## config.mk

```make
export PLATFORM = sky130hd
export DESIGN_NAME = f_stage_pc_reg
export DESIGN_NICKNAME = d
export VERILOG_FILES = /design/src/rtl/f_stage_pc_reg_pkg.sv /design/src/rtl/f_addr_check.sv /design/src/rtl/f_stage_pc_reg.sv
export SDC_FILE = /design/constraint.sdc
export NUM_CORES = 1
export LEC_CHECK = 0
export BUFFER_PORTS_ARGS = -buffer_cell sky130_fd_sc_hd__buf_4
export CAP_MARGIN = 20
export CORE_MARGIN = 3
export CORE_UTILIZATION = 38
export CTS_CLUSTER_DIAMETER = 200
export CTS_CLUSTER_SIZE = 40
export DETAILED_ROUTE_END_ITERATION = 10
export GPL_ROUTABILITY_DRIVEN = 0
export GPL_TIMING_DRIVEN = 0
export HOLD_SLACK_MARGIN = 0.03
export PLACE_DENSITY = 0.65
export SLEW_MARGIN = 20
export SYNTH_ARGS = -nofsm -noshare
export SYNTH_HDL_FRONTEND = slang
export SYNTH_HIERARCHICAL = 1
export SYNTH_SLANG_ARGS = --single-unit
```

## constraint.sdc

```tcl
create_clock -name clk -period 6.25 [get_ports clk]
set_clock_uncertainty 0.05 [all_clocks]
set_input_delay 0 -clock clk [delete_from_list [all_inputs] [get_ports clk]]
set_output_delay 0 -clock clk [all_outputs]
set_load 0.02 [all_outputs]
```

## src/rtl/f_stage_pc_reg_pkg.sv

```systemverilog
// Shared CPU definitions: fetch-region bounds, reset/handler vectors,
// ExcCode values used across pipeline stages, and the F/D register layout.
package f_stage_pc_reg_pkg;

   localparam logic [31:0] CPU_RESET_PC   = 32'h0000_3000;
   localparam logic [31:0] CPU_HANDLER_PC = 32'h0000_4180;
   localparam logic [31:0] CPU_IM_LO      = 32'h0000_3000;
   localparam logic [31:0] CPU_IM_HI      = 32'h0000_6FFC;

   // CP0 Cause.ExcCode values; later stages raise the ones not used in fetch.
   typedef enum logic [4:0] {
      ExcNone = 5'd0,
      ExcAdEL = 5'd4,
      ExcAdES = 5'd5,
      ExcSyscall = 5'd8,
      ExcRi   = 5'd10,
      ExcOv   = 5'd12
   } exc_code_e;

   // F/D pipeline register contents.
   typedef struct packed {
      logic [31:0] pc;
      logic [31:0] instr;
      logic [4:0]  exc_code;
      logic        is_bd;
   } fd_reg_t;

endpackage

```

## src/rtl/f_addr_check.sv

```systemverilog
// Pure combinational address-error detector.
// Flags an address that is misaligned (any bit set in addr[1:0] & align_mask)
// or outside the inclusive window [LO, HI], using unsigned compares.
// Ports:
//   addr       in  32  address to check
//   align_mask in  2   low address bits that must be zero (2'b11 word, 2'b01 half, 2'b00 byte)
//   adel       out 1   address error
module f_addr_check
   import f_stage_pc_reg_pkg::*;
#(
   parameter logic [31:0] LO = CPU_IM_LO,
   parameter logic [31:0] HI = CPU_IM_HI
) (
   input  logic [31:0] addr,
   input  logic [1:0]  align_mask,
   output logic        adel
);

   logic misaligned;
   logic out_of_range;

   always_comb begin
      misaligned   = |(addr[1:0] & align_mask);
      out_of_range = (addr < LO) || (addr > HI);
      adel         = misaligned || out_of_range;
   end

endmodule

```

## src/rtl/f_stage_pc_reg.sv

```systemverilog
// Fetch-stage PC register and F/D pipeline register.
// Registers pc_next into the fetch PC (which is also the IM address), checks the
// fetched address for AdEL and captures PC/instruction/ExcCode/delay-slot flag
// into F/D. Per-edge priority: reset > req > flush > stall > normal.
// Ports:
//   clk          in  1   clock, rising edge
//   reset        in  1   synchronous active-high reset
//   pc_next      in  32  next fetch address
//   stall        in  1   hold PC and F/D
//   req          in  1   exception/interrupt accepted; go to HANDLER_PC
//   flush        in  1   eret redirect; load pc_next, clear F/D
//   D_is_jb      in  1   current D instruction is a branch/jump
//   i_inst_rdata in  32  instruction word at F_pc
//   F_pc         out 32  fetch PC / IM address
//   D_pc         out 32  PC held in F/D
//   D_instr      out 32  instruction held in F/D
//   D_excCode    out 5   ExcCode carried into D
//   D_isBD       out 1   D instruction is in a delay slot
module f_stage_pc_reg
   import f_stage_pc_reg_pkg::*;
#(
   parameter logic [31:0] RESET_PC   = CPU_RESET_PC,
   parameter logic [31:0] HANDLER_PC = CPU_HANDLER_PC,
   parameter logic [31:0] IM_LO      = CPU_IM_LO,
   parameter logic [31:0] IM_HI      = CPU_IM_HI,
   parameter logic [4:0]  EXC_ADEL   = ExcAdEL
) (
   input  logic        clk,
   input  logic        reset,
   input  logic [31:0] pc_next,
   input  logic        stall,
   input  logic        req,
   input  logic        flush,
   input  logic        D_is_jb,
   input  logic [31:0] i_inst_rdata,
   output logic [31:0] F_pc,
   output logic [31:0] D_pc,
   output logic [31:0] D_instr,
   output logic [4:0]  D_excCode,
   output logic        D_isBD
);

   logic [31:0] f_pc_q, f_pc_d;
   fd_reg_t     fd_q, fd_d;

   logic        f_adel;
   logic [31:0] f_instr;
   logic [4:0]  f_exc;

   f_addr_check #(
      .LO (IM_LO),
      .HI (IM_HI)
   ) u_f_addr_check (
      .addr       (f_pc_q),
      .align_mask (2'b11),
      .adel       (f_adel)
   );

   // A faulting fetch never lets the IM word into D; the PC itself is kept
   // so D_pc (and later EPC) shows the bad address.
   always_comb begin
      f_instr = f_adel ? 32'h0 : i_inst_rdata;
      f_exc   = f_adel ? EXC_ADEL : ExcNone;
   end

   always_comb begin
      f_pc_d = f_pc_q;
      fd_d   = fd_q;
      if (req) begin
         f_pc_d = HANDLER_PC;
         fd_d   = '{pc: HANDLER_PC, instr: 32'h0, exc_code: ExcNone, is_bd: 1'b0};
      end else if (flush) begin
         f_pc_d = pc_next;
         fd_d   = '{pc: pc_next, instr: 32'h0, exc_code: ExcNone, is_bd: 1'b0};
      end else if (!stall) begin
         f_pc_d = pc_next;
         fd_d   = '{pc: f_pc_q, instr: f_instr, exc_code: f_exc, is_bd: D_is_jb};
      end
   end

   always_ff @(posedge clk) begin
      if (reset) begin
         f_pc_q <= RESET_PC;
         fd_q   <= '{pc: RESET_PC, instr: 32'h0, exc_code: ExcNone, is_bd: 1'b0};
      end else begin
         f_pc_q <= f_pc_d;
         fd_q   <= fd_d;
      end
   end

   assign F_pc      = f_pc_q;
   assign D_pc      = fd_q.pc;
   assign D_instr   = fd_q.instr;
   assign D_excCode = fd_q.exc_code;
   assign D_isBD    = fd_q.is_bd;

endmodule

```

==> results.sh, run 1 <==
export IMPL_drc=0
export IMPL_ir_worst_vdd_uv=115.8
export IMPL_die_w_microns=108.5
export IMPL_netlist_area_sq_mm=0.003991
export IMPL_cts_clk_slew_worst_paths_ps=100
export IMPL_power_density_mw_per_mm2=212.6
export IMPL_track_usage=0.2197
export IMPL_cts_root_buf="clkbuf_8"
export IMPL_cap_violations=0
export IMPL_die_h_microns=108.5
export IMPL_ys_warn_count=6
export IMPL_clock_path_buffers=2
export IMPL_grt_start_max_net_pins=17
export IMPL_path_max_fanout=10
export IMPL_synth_compound_area_frac=0.1583
export IMPL_worstSkewPairLatency_ps=360
export IMPL_via_per_inst=4.833
export IMPL_grt_overflow=0
export IMPL_hold_end="D_instr[31]"
export IMPL_numCtsBuffers=9
export IMPL_dpl_hpwl_mm=9.008
export IMPL_rr_startpoint="F_pc[15]"
export IMPL_final_max_slew_viol_count=0
export IMPL_setup_viol=0
export IMPL_hp_class="input port to flop"
export IMPL_nets=769
export IMPL_synthSimpleGateAreaFrac=0.1906
export IMPL_grt_pass1_wl_mm=20.31
export IMPL_min_from="stall"
export IMPL_outcome="complete, no violations"
export IMPL_fin_ws_ps=3793
export IMPL_finalHoldViolCount=0
export IMPL_synthDistinctLibCells=29
export IMPL_maxUsedRoutingLayer="met4"
export IMPL_synthMuxAreaShare=0.09028
export IMPL_core_sq_mm=0.01000
export IMPL_yosysSeqAreaShare=0.4915
export IMPL_wire_per_inst_microns=15.69
export IMPL_r2r_end="D_instr[20]"
export IMPL_arrival_ps=2710
export IMPL_drive_gt1_frac=0.2969
export IMPL_areaGrowthSynthToFinish_pct=58.18
export IMPL_cts_tree="done"
export IMPL_place_ws_ps=3848
export IMPL_period_share=0.3931
export IMPL_num_io_pins=172
export IMPL_r2r_cells=8
export IMPL_antenna_found_initial=0
export IMPL_power_static_leakage_nw=2.798
export IMPL_ys_top_cells_by_count="98 x dfxtp_1, 90 x nand2_1, 40 x nor2_1"
export IMPL_critPathCaptureType="flop"
export IMPL_netlist_area_leader_share=0.4915
export IMPL_ys_seq_elements=98
export IMPL_synthArstFlopShare=0
export IMPL_synth_edf_count=0
export IMPL_rrSetupSlack_ps=3790
export IMPL_drt_total_wl_mm=13.15
export IMPL_io_buffer_count=164
export IMPL_rsz0062_at_grt="no"
export IMPL_hold_path_depth=4
export IMPL_slew_headroom=0.6264
export IMPL_drtIter0Drc=216
export IMPL_timing_fmax_mhz=407.0
export IMPL_dieArea_sq_mm=0.01177
export IMPL_max_slew_worst_pin_slew_ps=560.4
export IMPL_syn_inst=451
export IMPL_dr_wl_met3_microns=831
export IMPL_drt_met1_wl_mm=5.591
export IMPL_synth_xor_area_share=0
export IMPL_synth_most_common_cell="dfxtp_1"
export IMPL_dr_wl_met2_mm=6.506
export IMPL_htree_num_levels=3
export IMPL_worst_ep_required_time_ps=6500
export IMPL_num_rows=36
export IMPL_ant_nets=0
export IMPL_synth_adder_area_share=0
export IMPL_synth_top_family_by_area="simple AND/OR/NAND/NOR gates"
export IMPL_cts_sinks=98
export IMPL_tns_ps=0
export IMPL_start_kind="flop"
export IMPL_vias=4050
export IMPL_dr_pass1_iters=4
export IMPL_avgSynthCellArea_sq_um=8.850
export IMPL_yosys_area_top_type="dfxtp_1"
export IMPL_grt_pass1_vias=4071
export IMPL_synthTopCellsByArea="dfxtp_1 49%, mux2i_1 9.0%, nand2_1 8.5%"
export IMPL_start_util=0.3991
export IMPL_cts_resized=0
export IMPL_min_period_ps=2457
export IMPL_synth_main_ff_cell="dfxtp_1"
export IMPL_critPathKind="flop to flop"
==> state kept, by name, indices dropped and copies added, names as in the netlist <==
| signal | count |
|---|---|
| D_excCode | 1 |
| D_instr | 32 |
| D_isBD | 1 |
| D_pc | 32 |
| F_pc | 32 |
==> critical path, cell delays in order (launching register included) <==
cell and delay (ps):
dfxtp_1 400, nand4bb_1 230, nor4_2 360, nand2_1 100, a211o_1 330, nor2_1 300, clkbuf_1 370, a22oi_1 140
nor2_1 120
==> placed cells by master, fill, tap and decap left out, types with 2 or more instances in the layout <==
cell           Yosys  final
a21oi_1           27     27
buf_8              3      3
nor4_1             4      4
clkbuf_1          15     16
a22oi_1           33     33
nand2_1           90     90
nor2_1            40     40
mux2i_1           36     36
clkbuf_8           0      9
a31oi_1            5      5
dfxtp_1           98     98
dlygate4sd3_1      0     69
buf_4              7    171
buf_6              5      5
buf_2             11     11
nand2b_1           2      2
o21ai_0           27     27
o21bai_1           2      2
o31ai_1            2      2
nand4_1            3      3
clkinvlp_4         0      2
bufinv_16          0      2
nor2b_1           28     28
conb_1             2      6
a211oi_1           3      3
==> layer usage <==
metal  global-route usage  vias to the layer above
met2               0.3914                      129
met3              0.04239                       16
li1                     -                     2019
met1               0.2602                     1886
met5                    0                        -
met4              0.08206                        0
==> layout make-up <==
cell class              count  area [sq um]
well taps                 133         166.4
clock inverters             6         88.84
repair buffers            233          1922
flip-flops and latches     98          1962
fillers                   879          3686
diodes                      1         2.502
multi-input cells         315          1775
clock buffers              10         127.6
plain buffers              41         265.3
inverters                   1         3.754
==> worst max-delay path by stage <==
stage	slack, ps	endpoint	depth (start not counted)	start
finish	3790	D_instr[20]	8	F_pc[15]
floorplan	4150	D_instr[10]	8	F_pc[12]
CTS	3800	D_instr[13]	8	F_pc[14]
detailed placement	3850	D_instr[13]	8	F_pc[15]
global route	3600	D_instr[20]	8	F_pc[13]
global placement	3860	D_instr[17]	8	F_pc[15]
==> kinds of logic after synthesis <==
family,after synthesis
flops,98
compound gates,102
buf+inv,42
other cells,2
simple gates,171
mux,36
==> where the power goes <==
| group | internal [mW] | switching [mW] | leakage (nW) |
|---|---|---|---|
| logic | 0.120 | 0.113 | 1.90 |
| clock network | 0.227 | 0.222 | 0.103 |
| registers | 0.643 | 0.0173 | 0.799 |
==> metrics by stage <==
step                hold WS [ps]  power (mW)  cell area (sq um)  utilization  std cells
global route               75.80       1.396               6311       0.6311        837
global placement           177.1      0.8689               5404       0.5404        752
CTS                        45.37       1.352               6311       0.6311        837
floorplan                  90.45      0.7788               4006            -        455
finish                     48.97       1.342               6314       0.6314        838
detailed placement         180.9      0.8716               5404       0.5404        752
==> repair_timing <==
item                      4_1_cts  5_1_grt
setup buffers                   0        0
hold endpoints to repair       98        0
hold buffers                   69        0
(Power assumes the default switching activity.)
==> run 2, diff against run 1 <==
- clock period: 6.25 -> 2.4 ns (I/O delays scaled with it)
==> results.sh, run 2 (synthesis results as in run 1) <==
export IMPL_areaGrowthSynthToFinish_pct=58.34
export IMPL_max_slew_worst_pin_slew_ps=556.3
export IMPL_dieArea_sq_mm=0.01177
export IMPL_dpl_hpwl_mm=9.008
export IMPL_cp_slowest_cell="dfxtp_1"
export IMPL_num_rows=36
export IMPL_cts_root_buf="clkbuf_8"
export IMPL_power_density_mw_per_mm2=554.0
export IMPL_die_h_microns=108.5
export IMPL_fillers=878
export IMPL_start_kind="flop"
export IMPL_worstSkewPairLatency_ps=360
export IMPL_start_util=0.3991
export IMPL_ant_nets=0
export IMPL_grt_overflow=0
export IMPL_via_per_inst=4.846
export IMPL_final_area_sq_mm=0.006320
export IMPL_crit_family="simple AND/OR/NAND/NOR gates"
export IMPL_drive_gt1_frac=0.3026
export IMPL_grt_pass1_wl_mm=20.26
export IMPL_critical_path_max_stage_delay_ps=390
export IMPL_power_static_leakage_nw=2.808
export IMPL_dr_pass1_iters=4
export IMPL_final_common_cell="buf_4"
export IMPL_timing_fmax_mhz=449.7
export IMPL_core_sq_mm=0.01000
export IMPL_die_w_microns=108.5
export IMPL_rsz0062_at_grt="no"
export IMPL_outcome="complete, no violations"
export IMPL_grt_start_max_net_pins=17
export IMPL_drtIter0Drc=231
export IMPL_final_max_slew_viol_count=0
export IMPL_finalHoldViolCount=0
export IMPL_multiInputGateArea_sq_mm=0.001778
export IMPL_nets=769
export IMPL_htree_num_levels=3
export IMPL_drt_total_wl_mm=13.16
export IMPL_wire_per_inst_microns=15.71
export IMPL_arrival_ps=2480
export IMPL_clock_path_buffers=2
export IMPL_cts_sinks=98
export IMPL_cap_violations=0
export IMPL_worst_ep_required_time_ps=2650
export IMPL_cts_tree="done"
export IMPL_vias=4061
export IMPL_slew_headroom=0.6291
export IMPL_io_buffer_count=164
export IMPL_path_max_fanout=10
export IMPL_seq_area_sq_mm=0.001962
export IMPL_drc=0
export IMPL_critPathKind="flop to flop"
export IMPL_critPathCaptureType="flop"
export IMPL_layout_common_cells="171 x buf_4, 98 x dfxtp_1, 90 x nand2_1"
export IMPL_crit_chain="nand4bb_1 > nor4_2 > nand2_1 > a211o_1 > nor2_2 > clkbuf_2 > a22oi_1 > nor2_1"
export IMPL_numCtsBuffers=9
export IMPL_grt_pass1_vias=4062
export IMPL_hp_class="input port to flop"
export IMPL_num_io_pins=172
export IMPL_ir_worst_vdd_uv=301.5
export IMPL_crit_buf_inv=1
export IMPL_cts_clk_slew_worst_paths_ps=100
export IMPL_setup_viol=0
export IMPL_placed_area_sq_mm=0.005404
export IMPL_whs_ps=5.271
export IMPL_period_share=0.9265
export IMPL_min_period_ps=2224
export IMPL_antenna_found_initial=0
export IMPL_track_usage=0.2193
## run 2: worst paths after layout
check	from	cells past startpoint	slack [ps]	endpoint
setup / recovery	F_pc[15]	8	180	D_instr[20]
hold / removal	stall	4	5	D_instr[31]
setup reg to reg	F_pc[15]	8	180	D_instr[20]
hold reg to reg	F_pc[24]	2	440	F_pc[24]
## run 2: per-stage QoR
step             util  setup TNS [ps]  std cells  power (mW)  setup slack, ps
2_1_floorplan       -               0        455       2.028            298.6
3_3_place_gp   0.5404               0        752       2.263            5.111
3_5_place_dp   0.5404          -2.339        752       2.270           -2.339
4_1_cts        0.6315               0        837       3.521            68.69
5_1_grt        0.6318               0        837       3.636            11.02
6_report       0.6320               0        838       3.501            176.4
## run 2: final cells by class
type                    instances  area share
well taps                     133     0.02633
flip-flops and latches         98      0.3104
multi-input cells             315      0.2813
repair buffers                233      0.3041
plain buffers                  41     0.04257
inverters                       1   0.0005939
diodes                          1   0.0003960
clock buffers                  10     0.02019
clock inverters                 6     0.01406
## run 2: repair_timing
item,CTS,global route
hold buffers,69,0
cloned,0,0
endpoints found under the hold margin,98,0
gates resized for setup,3,1
setup endpoints to repair,26,30
buffers inserted,0,0
## run 2: power by group
| group | leakage [nW] | switching, mW | internal, mW | total, mW |
|---|---|---|---|---|
| Clock | 0.103 | 0.583 | 0.590 | 1.17 |
| Combinational | 1.91 | 0.295 | 0.314 | 0.609 |
| Sequential | 0.799 | 0.0450 | 1.67 | 1.72 |
## run 2: per-layer routing
layer  GRT usage  share of wire  wire, microns
met5           0              0              0
met4     0.08206          0.016            211
met3     0.04239          0.063            832
met2      0.3901           0.49           6501
met1      0.2602           0.43           5616
## run 2: worst reg2reg max path, stage by stage (launching register included)
cell	delay (ps)
dfxtp_1	390
nand4bb_1	230
nor4_2	360
nand2_1	100
a211o_1	340
nor2_2	210
clkbuf_2	260
a22oi_1	110
nor2_1	120
==> run 3, diff against run 2 <==
- PLACE_DENSITY: 0.65 -> 0.68
==> results.sh, run 3 (synthesis results as in run 1) <==
export IMPL_ant_nets=0
export IMPL_drtIter0Drc=196
export IMPL_path_depth=8
export IMPL_grt_start_max_net_pins=14
export IMPL_dieArea_sq_mm=0.01177
export IMPL_rr_startpoint="F_pc[14]"
export IMPL_num_rows=36
export IMPL_clock_path_buffers=2
export IMPL_r2r_cells=8
export IMPL_crit_chain="nand4bb_1 > nor4_2 > nand2_1 > a211o_1 > nor2_2 > clkbuf_2 > a22oi_1 > nor2_1"
export IMPL_nets=769
export IMPL_final_common_cell="buf_4"
export IMPL_drt_total_wl_mm=13.51
export IMPL_drc=0
export IMPL_die_w_microns=108.5
export IMPL_finalHoldViolCount=0
export IMPL_fillers=872
export IMPL_tns_ps=0
export IMPL_grt_pass1_wl_mm=20.59
export IMPL_vias=4091
export IMPL_clkPwrFrac=0.273
export IMPL_layout_common_cells="171 x buf_4, 98 x dfxtp_1, 90 x nand2_1"
export IMPL_outcome="complete, no violations"
export IMPL_endpoint="D_instr[24]"
export IMPL_die_h_microns=108.5
export IMPL_arrival_ps=2470
export IMPL_core_sq_mm=0.01000
export IMPL_worstSkewPairLatency_ps=350
export IMPL_crit_family="simple AND/OR/NAND/NOR gates"
export IMPL_dpl_hpwl_mm=9.149
export IMPL_cp_startpoint="F_pc[14]"
export IMPL_slew_headroom=0.5898
export IMPL_r2r_end="D_instr[24]"
export IMPL_whs_ps=113.9
export IMPL_numCtsBuffers=9
export IMPL_dr_pass1_iters=5
export IMPL_worst_ep_required_time_ps=2630
export IMPL_final_util=0.6244
export IMPL_cts_clk_slew_worst_paths_ps=80
export IMPL_power_internal_mw=2.350
export IMPL_power_density_mw_per_mm2=514.3
export IMPL_max_slew_worst_pin_slew_ps=615.4
export IMPL_crit_buf_inv=1
export IMPL_hp_class="input port to flop"
export IMPL_io_buffer_count=164
export IMPL_power_mw=3.211
export IMPL_wire_per_inst_microns=16.20
export IMPL_setup_viol=0
export IMPL_antenna_found_initial=0
export IMPL_comb_power_share=0.192
export IMPL_p_sw_frac=0.2681
export IMPL_track_usage=0.2243
export IMPL_critPathKind="flop to flop"
export IMPL_cap_violations=0
export IMPL_start_util=0.3991
export IMPL_final_max_slew_viol_count=0
export IMPL_cp_slowest_cell="dfxtp_1"
export IMPL_fin_ws_ps=162.5
export IMPL_critPathCaptureType="flop"
export IMPL_p_seq_frac=0.535
export IMPL_period_share=0.9323
export IMPL_grt_pass1_vias=4113
export IMPL_min_period_ps=2237
export IMPL_start_kind="flop"
export IMPL_cts_root_buf="clkbuf_8"
export IMPL_rrSetupSlack_ps=160
export IMPL_place_ws_ps=-69.37
export IMPL_ir_worst_vdd_uv=309.7
export IMPL_switching_power_uw=860.9
export IMPL_path_max_fanout=10
export IMPL_drive_gt1_frac=0.2967
export IMPL_via_per_inst=4.905
export IMPL_timing_fmax_mhz=446.9
export IMPL_areaGrowthSynthToFinish_pct=56.43
export IMPL_cts_sinks=98
export IMPL_htree_num_levels=3
export IMPL_num_io_pins=172
export IMPL_antennaDiodeCount=0
export IMPL_critical_path_max_stage_delay_ps=480
export IMPL_cts_tree="done"
export IMPL_grt_overflow=0
export IMPL_power_static_leakage_nw=2.776
## run 3: cell types whose count changed in the layout (fill, tap and decap cells not counted), sizes merged
cell and change:
buf +1, bufinv -2, clkbuf +1, clkinvlp -2, diode -1, inv -1
## run 3: area by class of cell
class	instances	area [sq um]	area share
Tap cell	133	166.4	0.02665
Multi-Input combinational cell	315	1778	0.2848
Buffer	41	271.5	0.04349
Sequential cell	98	1962	0.3142
Clock inverter	1	5.005	0.0008016
Timing Repair Buffer	233	1922	0.3078
Clock buffer	12	135.1	0.02164
Inverter	1	3.754	0.0006012
## run 3: power by group through the flow
stage / Clock [mW] / Combinational, mW / Sequential (mW)
3_3_place_gp: 0 / 0.510 / 1.75
5_1_grt: 0.980 / 0.663 / 1.73
3_5_place_dp: 0 / 0.518 / 1.76
6_report: 0.876 / 0.616 / 1.72
4_1_cts: 0.903 / 0.611 / 1.72
2_1_floorplan: 0 / 0.222 / 1.81
## run 3: worst min path at each step
stage / startpoint / endpoint / slack (ps) / cells after the start
finish: flush / D_pc[8] / 110 / 4
global route: flush / D_pc[14] / 140 / 4
CTS: stall / D_instr[0] / 40 / 4
detailed placement: req / F_pc[12] / 190 / 2
global placement: req / F_pc[12] / 180 / 2
floorplan: pc_next[0] / F_pc[0] / 90 / 2
## run 3: timing repair
item                                    in CTS  in global routing
endpoints found under the setup margin      25                 30
gates resized for setup                      3                  4
hold buffers                                68                  1
buffers inserted                             0                  0
endpoints found under the hold margin       98                  2
## run 3: per-layer routing
metal / GRT usage / routed length, microns / share of wire
met1: 0.2590 / 5442 / 0.40
met5: 0 / 0 / 0
met4: 0.09017 / 266 / 0.020
met3: 0.04179 / 947 / 0.070
met2: 0.4056 / 6850 / 0.51
## run 3: worst reg2reg max path, stage by stage (launching register included)
cell,delay [ps]
dfxtp_1,480
nand4bb_1,160
nor4_2,350
nand2_1,90
a211o_1,340
nor2_2,210
clkbuf_2,260
a22oi_1,110
nor2_1,130
## run 3: per-stage QoR
stage / instance area, sq um / std cells
after CTS: 6228 / 833
after detailed placement: 5404 / 752
after floorplan: 4006 / 455
after global routing: 6243 / 834
final: 6243 / 834
after global placement: 5404 / 752
